$ cat config.mk
export PLATFORM = sky130hd
export DESIGN_NAME = game_ctrl
export DESIGN_NICKNAME = d
export VERILOG_FILES = /design/src/rtl/game_ctrl.sv
export SDC_FILE = /design/constraint.sdc
export NUM_CORES = 1
export LEC_CHECK = 0
export CORE_MARGIN = 3
export CORE_UTILIZATION = 45
export CTS_CLUSTER_SIZE = 40
export DETAILED_ROUTE_END_ITERATION = 8
export PLACE_DENSITY = 0.68
export SYNTH_ARGS = -nofsm -noshare
export SYNTH_HDL_FRONTEND = slang
export SYNTH_SLANG_ARGS = --single-unit
$ cat constraint.sdc
create_clock -name clk -period 4.35 [get_ports clk]
set_input_delay 0.6525 -clock clk [delete_from_list [all_inputs] [get_ports clk]]
set_output_delay 0.6525 -clock clk [all_outputs]
set_load 0.03 [all_outputs]
$ cat src/rtl/game_ctrl.sv
// game_ctrl: frame-rate FlappyBird engine producing game state, bird, tubes and score.
module game_ctrl #(
  parameter int V_ACTIVE     = 480,
  parameter int BIRD_LOC_X   = 128,
  parameter int BIRD_SIZE    = 32,
  parameter int BIRD_Y0      = 224,
  parameter int TUBE_GAP     = 80,
  parameter int TUBE_WIDTH   = 56,
  parameter int TUBE_SPACING = 160,
  parameter int TUBE_X0      = 700,
  parameter int TUBE_H0      = 160,
  parameter int TUBE_SPEED   = 2,
  parameter int GRAVITY      = 1,
  parameter int FLAP_VEL     = 8,
  parameter int VEL_MAX      = 10,
  parameter int BORDER       = 5,
  parameter int OVER_HOLD    = 60
) (
  input  logic        clk,
  input  logic        rst_n,
  input  logic        vs_in,
  input  logic        key_flap,
  output logic [1:0]  state,
  output logic [11:0] bird_loc_y,
  output logic [11:0] tube0_x,
  output logic [11:0] tube1_x,
  output logic [11:0] tube2_x,
  output logic [11:0] tube3_x,
  output logic [11:0] tube4_x,
  output logic [11:0] tube0_h,
  output logic [11:0] tube1_h,
  output logic [11:0] tube2_h,
  output logic [11:0] tube3_h,
  output logic [11:0] tube4_h,
  output logic [7:0]  score
);
  typedef enum logic [1:0] {S_START = 2'd0, S_END = 2'd1, S_PLAY = 2'd2} state_t;
  localparam logic [11:0] Y_FLOOR = 12'(V_ACTIVE - BORDER - BIRD_SIZE);
  localparam logic [11:0] X_LO    = 12'(BIRD_LOC_X);
  localparam logic [11:0] X_HI    = 12'(BIRD_LOC_X + BIRD_SIZE + TUBE_WIDTH);
  localparam logic [11:0] X_PASS  = 12'(BIRD_LOC_X + TUBE_SPEED);
  localparam logic [11:0] GAP_LO  = 12'(TUBE_GAP - BIRD_SIZE);
  localparam logic [11:0] SPD     = 12'(TUBE_SPEED);
  localparam logic [11:0] WRAP    = 12'(5 * TUBE_SPACING - TUBE_SPEED);
  localparam logic [11:0] H_MIN   = 12'd64;
  localparam logic [11:0] Y_TOP   = 12'(BORDER);
  localparam logic [11:0] Y_INIT  = 12'(BIRD_Y0);
  localparam logic [11:0] H_INIT  = 12'(TUBE_H0);
  localparam logic signed [7:0] V_FLAP = 8'(-FLAP_VEL);
  localparam logic signed [7:0] V_MAX  = 8'(VEL_MAX);
  localparam logic signed [7:0] V_G    = 8'(GRAVITY);
  localparam logic signed [7:0] V_SAT  = 8'(VEL_MAX - GRAVITY);
  localparam logic signed [12:0] NY_MIN = 13'(BORDER);
  localparam logic [7:0] HOLD = 8'(OVER_HOLD);
  state_t st;
  logic vs_d, key_d, armed, flap_pend, tick, flap, hit, pass;
  logic [15:0] lfsr;
  logic signed [7:0] vel, vel_nx;
  logic signed [12:0] ny;
  logic [11:0] y;
  logic [11:0] tx [5];
  logic [11:0] th [5];
  logic [7:0] hold, sc;
  // armed blocks a spurious tick when vs_in is already high as reset releases
  assign tick = vs_in & ~vs_d & armed;
  assign flap = flap_pend | (key_flap & ~key_d);
  assign ny = $signed({1'b0, y}) + $signed({{5{vel[7]}}, vel});
  assign vel_nx = flap ? V_FLAP : (vel >= V_SAT) ? V_MAX : vel + V_G;
  assign state = st;
  assign bird_loc_y = y;
  assign score = sc;
  assign tube0_x = tx[0];
  assign tube1_x = tx[1];
  assign tube2_x = tx[2];
  assign tube3_x = tx[3];
  assign tube4_x = tx[4];
  assign tube0_h = th[0];
  assign tube1_h = th[1];
  assign tube2_h = th[2];
  assign tube3_h = th[3];
  assign tube4_h = th[4];
  always_comb begin
    hit = y > Y_FLOOR;
    pass = 1'b0;
    for (int i = 0; i < 5; i++) begin
      hit = hit | (tx[i] > X_LO && tx[i] < X_HI && (y < th[i] || y > th[i] + GAP_LO));
      pass = pass | (tx[i] > X_LO && tx[i] <= X_PASS);
    end
  end
  always_ff @(posedge clk or negedge rst_n) begin
    if (!rst_n) begin
      st <= S_START;
      vs_d <= 1'b0;
      key_d <= 1'b0;
      armed <= 1'b0;
      flap_pend <= 1'b0;
      lfsr <= 16'hACE1;
      vel <= 8'sd0;
      y <= Y_INIT;
      hold <= 8'd0;
      sc <= 8'd0;
      for (int i = 0; i < 5; i++) begin
        tx[i] <= 12'(TUBE_X0 + i * TUBE_SPACING);
        th[i] <= H_INIT;
      end
    end else begin
      vs_d <= vs_in;
      key_d <= key_flap;
      armed <= armed | ~vs_in;
      lfsr <= {lfsr[14:0], lfsr[15] ^ lfsr[13] ^ lfsr[12] ^ lfsr[10]};
      flap_pend <= ~tick & flap;
      if (tick) begin
        case (st)
          S_START: if (flap) st <= S_PLAY;
          S_PLAY: begin
            if (hit) st <= S_END;
            else begin
              y <= (ny < NY_MIN) ? Y_TOP : ny[11:0];
              vel <= (ny < NY_MIN) ? 8'sd0 : vel_nx;
              sc <= (pass && sc != 8'hFF) ? sc + 8'd1 : sc;
              for (int i = 0; i < 5; i++) begin
                tx[i] <= (tx[i] <= SPD) ? tx[i] + WRAP : tx[i] - SPD;
                if (tx[i] <= SPD) th[i] <= H_MIN + {4'd0, lfsr[7:0]};
              end
            end
          end
          S_END: begin
            if (flap && hold == HOLD) begin
              st <= S_START;
              vel <= 8'sd0;
              y <= Y_INIT;
              hold <= 8'd0;
              sc <= 8'd0;
              for (int i = 0; i < 5; i++) begin
                tx[i] <= 12'(TUBE_X0 + i * TUBE_SPACING);
                th[i] <= H_INIT;
              end
            end else hold <= (hold == HOLD) ? hold : hold + 8'd1;
          end
          default: st <= S_START;
        endcase
      end
    end
  end
endmodule

* Word-level counts from Yosys, hierarchy flattened
Cells that the tools add are included. W data, S select, Z words.
Cells by class: add/subtract/negate cells 20, $mul 0, div/mod/pow operators 0, $lt $le $gt $ge 33, eq/ne operators 15, shift operators 0, mux-type cells 35, bitwise logic cells 22, reductions and logical operators 33
Operator list (number):
- $mux W60 | 4
- $pmux W60 S2 | 2
- $mux W12 | 13
- $mux W8 | 9
- $add A12 B10 Y12 const B | 5
- $add A12 B6 Y12 const B | 5
- $gt A12 B12 Y1 | 5
- $gt A12 B8 Y1 const B | 5
- $le A12 B2 Y1 const B | 5
- $le A12 B8 Y1 const B | 5
- $lt A12 B12 Y1 | 5
- $lt A12 B8 Y1 const B | 5
- $sub A12 B2 Y12 const B | 5
- $pmux W8 S2 | 2
- $reduce_and A5 Y1 | 6
- $pmux W12 S2 | 1
- $ne A2 B2 Y1 const B | 10
- $logic_and A1 B1 Y1 | 17
- $add A8 B1 Y8 const B | 2
- $add A13 B8 Y13 | 1
- $lt A13 B4 Y1 const B | 1
- $gt A12 B9 Y1 const B | 1
- $or A1 B1 Y1 | 11
- $add A7 B8 Y9 const A | 1
- other kinds (17) | 32
Storage, ports and cells: flip-flop bits (word level) 178, bits in latches 0, RAM bits 0, bits in read-only memories 0, output and inout bits 142, memories kept 0

* Depth between registers and ports, before layout
depth in word-level cells 11, mapped depth 17, gate-level depth less buffers 14

* Worst setup path after synthesis
Ideal clock, no wire load.
kind reg2reg, start point register th, in the netlist tube3_h[5], end point register tx, in the netlist tube0_x[8], setup time 0.121 ns, data arrival time 3.558 ns, path slack 0.671 ns, stages on the path, launching flop included 17, cell sequence dfstp_2 -> inv_1 -> ha_1 -> nor3_1 -> xnor2_1 -> ha_1 -> nand3_1 -> or4_4 -> o221ai_2 -> o2111ai_2 -> nor4_4 -> buf_6 -> or2_1 -> buf_6 -> buf_6 -> nand2_1 -> a22o_1
Between the ends: cells in the longest elaborated chain, start to end 8
RTL lines:
- from (decl) | line 62 | logic [11:0] th [5];
- from (signal, indexed assignment) | line 123 | if (tx[i] <= SPD) th[i] <= H_MIN + {4'd0, lfsr[7:0]};
- $add A12 B6 Y12 | line 86 | hit = hit | (tx[i] > X_LO && tx[i] < X_HI && (y < th[i] || y > th[i] + GAP_LO));
- $gt A12 B12 Y1 | line 86
- $logic_or A1 B1 Y1 * | line 86
- $logic_and A1 B1 Y1 * | line 86
- $or A1 B1 Y1 * (2 in a row) | line 86
- $ne A2 B2 Y1 (no source line) *
- $reduce_and A4 Y1 (no source line) *
- to (signal, indexed assignment) | line 103 | tx[i] <= 12'(TUBE_X0 + i * TUBE_SPACING);
- to (signal, indexed assignment) | line 122 | tx[i] <= (tx[i] <= SPD) ? tx[i] + WRAP : tx[i] - SPD;
- to (signal, indexed assignment) | line 135 | tx[i] <= 12'(TUBE_X0 + i * TUBE_SPACING);
- to (decl) | line 61 | logic [11:0] tx [5];
Every way passes the cells marked *; elsewhere a longest branch is shown, timed or not. A chain may end at the register's enable or synchronous reset.

* Worst setup path after layout
Same ends and word-level chain as after synthesis.

==> results.cfg <==
[min_path]
hold_class = input pin to asynchronous set/reset pin

[cts]
ctsHoldBuffers = 0
cts_buffers = 17
cts_tree = built
clk_pin_slew_worst_paths_ns = 0.07
clock_path_buffers = 2
cts-root-buf = clkbuf_16
clock-sinks = 158
insertion_delay_ns = 0.44
htreeDepth = 4

[synthesis]
synthFlopType = dfrtp_1
yosysWarnings = 0
synthArstFlopShare_pct = 100
ys_top_cells_by_area = dfrtp_1 24%, ha_1 12%, dfstp_2 12%
synth_cell_types = 85
synth_mux_area_share_pct = 0.191
post-synth-top-count-cell = ha_1
post-synth-top-area-cell = dfrtp_1
synth_top_family_by_area = compound AO/OA/AOI/OAI gates
synth-xor-area-share_pct = 2.75
syn_inst = 1267
synth_compound_area_share_pct = 22.8
syn_avg_cell_area_um2 = 8.80
synth_area_mm2 = 0.0111
synth_top_area_share_pct = 23.8
yosysSeqAreaShare_pct = 36.1
synth_edf_count = 0
synthSimpleGateAreaFrac_pct = 19.6
ys_top_cells_by_count = 110 x ha_1, 106 x dfrtp_1, 99 x a21oi_1
synthAdderAreaFrac_pct = 12.5
synth_seq_cells = 158

[critical_path]
cp.arrival_ns = 4.37
endpoint_kind = flop
reg2reg_slack_ns = 0.30
crit_type = flop to flop
required_ns = 4.68
startpoint_type = flop
crit_fanout = 52

[die]
ios = 146
core_area_mm2 = 0.0239
die-area_mm2 = 0.0267
chipHeight_um = 163
dieWidth_um = 163
start_util_pct = 46.6
row_count = 56

[sta]
period_needed_ns = 4.05
tns_ns = 0
rsz0062_at_grt = no
finalSetupViolations = 0
finalHoldViolCount = 0
max_freq_mhz = 247
fin_skew_ns = 0.0187
period_share_pct = 93.0
finalMaxSlewViolations = 0
tightest_slew_ns = 0.963
slew_headroom_pct = 35.8

[power]
p_per_area_mw_per_mm2 = 269
fin_total_pwr_mw = 3.57
peakVddDrop_mv = 0.327
power_leakage_nw = 5.97

[routing]
vias = 10323
via_per_inst = 6.02
wirelength_mm = 34.1
drc_errors = 0
drtPass1Iterations = 5
wl_per_cell_um = 19.9
drtIter0Drc = 985
drtAntennaViolNets = 0

[place]
gp_congestion = 0.927
place_hpwl_mm = 23.9
io_buffers = 125

[layout]
antenna_cells = 0
layout-drive-gt1-share_pct = 10.7
syn_to_final_growth_pct = 19.2
final_net_count = 1499
final.fill_count = 2146

[run]
maxCapViolCount = 0

[grt]
overflow = 0
grt_usage_pct = 25.6
grt_pass1_vias = 9720
grt_max_degree = 89
grt_pass1_wl_mm = 54.2
grt_antenna_before_repair = 0

[run_status]
status = finished clean
==> kinds of logic after synthesis <==
kind of cell	after synthesis
XOR/XNOR	35
multiplexers	2
AND/OR/NAND/NOR	421
buffers and inverters	145
flip-flops	158
other	1
AO/OA/AOI/OAI	394
adder cells (fa/ha/maj)	111
==> layout by cell type, fill, tap and decap left out, drive strengths merged, types with 6 or more instances in the layout <==
master         synthesis  final
nor3                  61     61
nor4b                  8      8
ha                   110    110
nand2                 96     96
a31oi                 31     31
o2111ai               14     14
dfrtp                106    106
o211ai                 8      8
a211oi                21     21
o22ai                 12     12
nor4                  21     21
o31a                   7      7
dfstp                 52     52
a211o                 10     10
buf                   42     25
inv                   74     81
o21ai                102    102
xor2                  16     16
nor2                  91     92
and2                  11     11
nand4                 14     14
clkbuf                29     18
nor2b                  9      9
xnor2                 19     19
nand2b                19     19
or3                   11     11
o31ai                 28     28
and3                  13     13
or2                   12     12
nand3                 32     32
a21o                  21     21
a21oi                100    100
clkdlybuf4s50          0    124
conb                   1     20
or4                    6      6
==> flip-flops by register name, indices dropped and copies added (netlist names), 11 cells and up <==
register,cells
bird_loc_y,12
lfsr,16
tube0_x,11
tube1_x,11
tube2_x,11
tube3_x,11
tube4_x,11
==> path summary, 6_finish.rpt <==
| kind | startpoint | end | cells after the start |
|---|---|---|---|
| worst max-delay path | tube3_h[5]$_DFFE_PN1P_ | tube0_x[8]$_DFFE_PN0P_ | 14 |
| worst min-delay path | rst_n | vel[7]$_DFFE_PN0P_ | 1 |
| worst max register to register | tube3_h[5]$_DFFE_PN1P_ | tube0_x[8]$_DFFE_PN0P_ | 14 |
| worst min register to register | lfsr[8]$_DFF_PN0_ | lfsr[9]$_DFF_PN0_ | 0 |
| max in group asynchronous | rst_n | lfsr[13]$_DFF_PN1_ | 2 |
| min in group clk | lfsr[8]$_DFF_PN0_ | lfsr[9]$_DFF_PN0_ | 0 |
==> power breakdown <==
group | switching, mW | internal [mW] | leakage, nW
logic | 0.390 | 0.140 | 3.85
registers | 0.0469 | 1.50 | 1.85
clock network | 0.689 | 0.809 | 0.267
==> per-stage QoR <==
step / hold WS [ns] / area (um^2) / cells / setup WS, ns / utilization, %
after detailed placement: 0.339 / 12700 / 1683 / 0.188 / 53.1
after global placement: 0.335 / 12700 / 1683 / 0.268 / 53.1
after floorplan: 0.331 / 11200 / 1286 / 0.671 / -
final: 0.297 / 13300 / 1716 / 0.303 / 55.6
after CTS: 0.322 / 13300 / 1715 / 0.179 / 55.5
after global routing: 0.360 / 13300 / 1716 / 0.0785 / 55.6
==> cell type report <==
class	count	area [um^2]	area share, %
sequential	158	4020	30.3
clock buffer	18	429	3.23
clock inverter	14	148	1.11
inverter	74	278	2.09
multi-input combinational	984	6550	49.3
tap	319	399	3.00
timing repair buffer	149	1460	11.0
==> layer usage <==
layer | GRT usage [%] | routed length [um] | vias up
met5 | 0 | 0 | -
met3 | 4.26 | 2410 | 46
met4 | 6.88 | 616 | 0
met2 | 40.3 | 15800 | 397
li1 | - | - | 4884
met1 | 36.7 | 15200 | 4996
==> repair_timing <==
action                                  4_1_cts  5_1_grt
endpoints found under the hold margin         0        0
setup buffers                                 0        0
resized for setup                             0        2
endpoints found under the setup margin        0       28
==> worst max-delay path, cell delays in order, from the launching register on <==
cell       delay, ns
dfstp_2         0.56
inv_1           0.08
ha_1            0.21
nor3_1          0.19
xnor2_1         0.10
ha_1            0.30
nand3_1         0.11
or4_4           0.51
o221ai_2        0.20
o2111ai_2       0.28
nor4_4          0.55
or2_2           0.24
buf_12          0.27
nand2_1         0.08
a22o_1          0.24
Note: power is estimated with default switching activity, not from simulation.
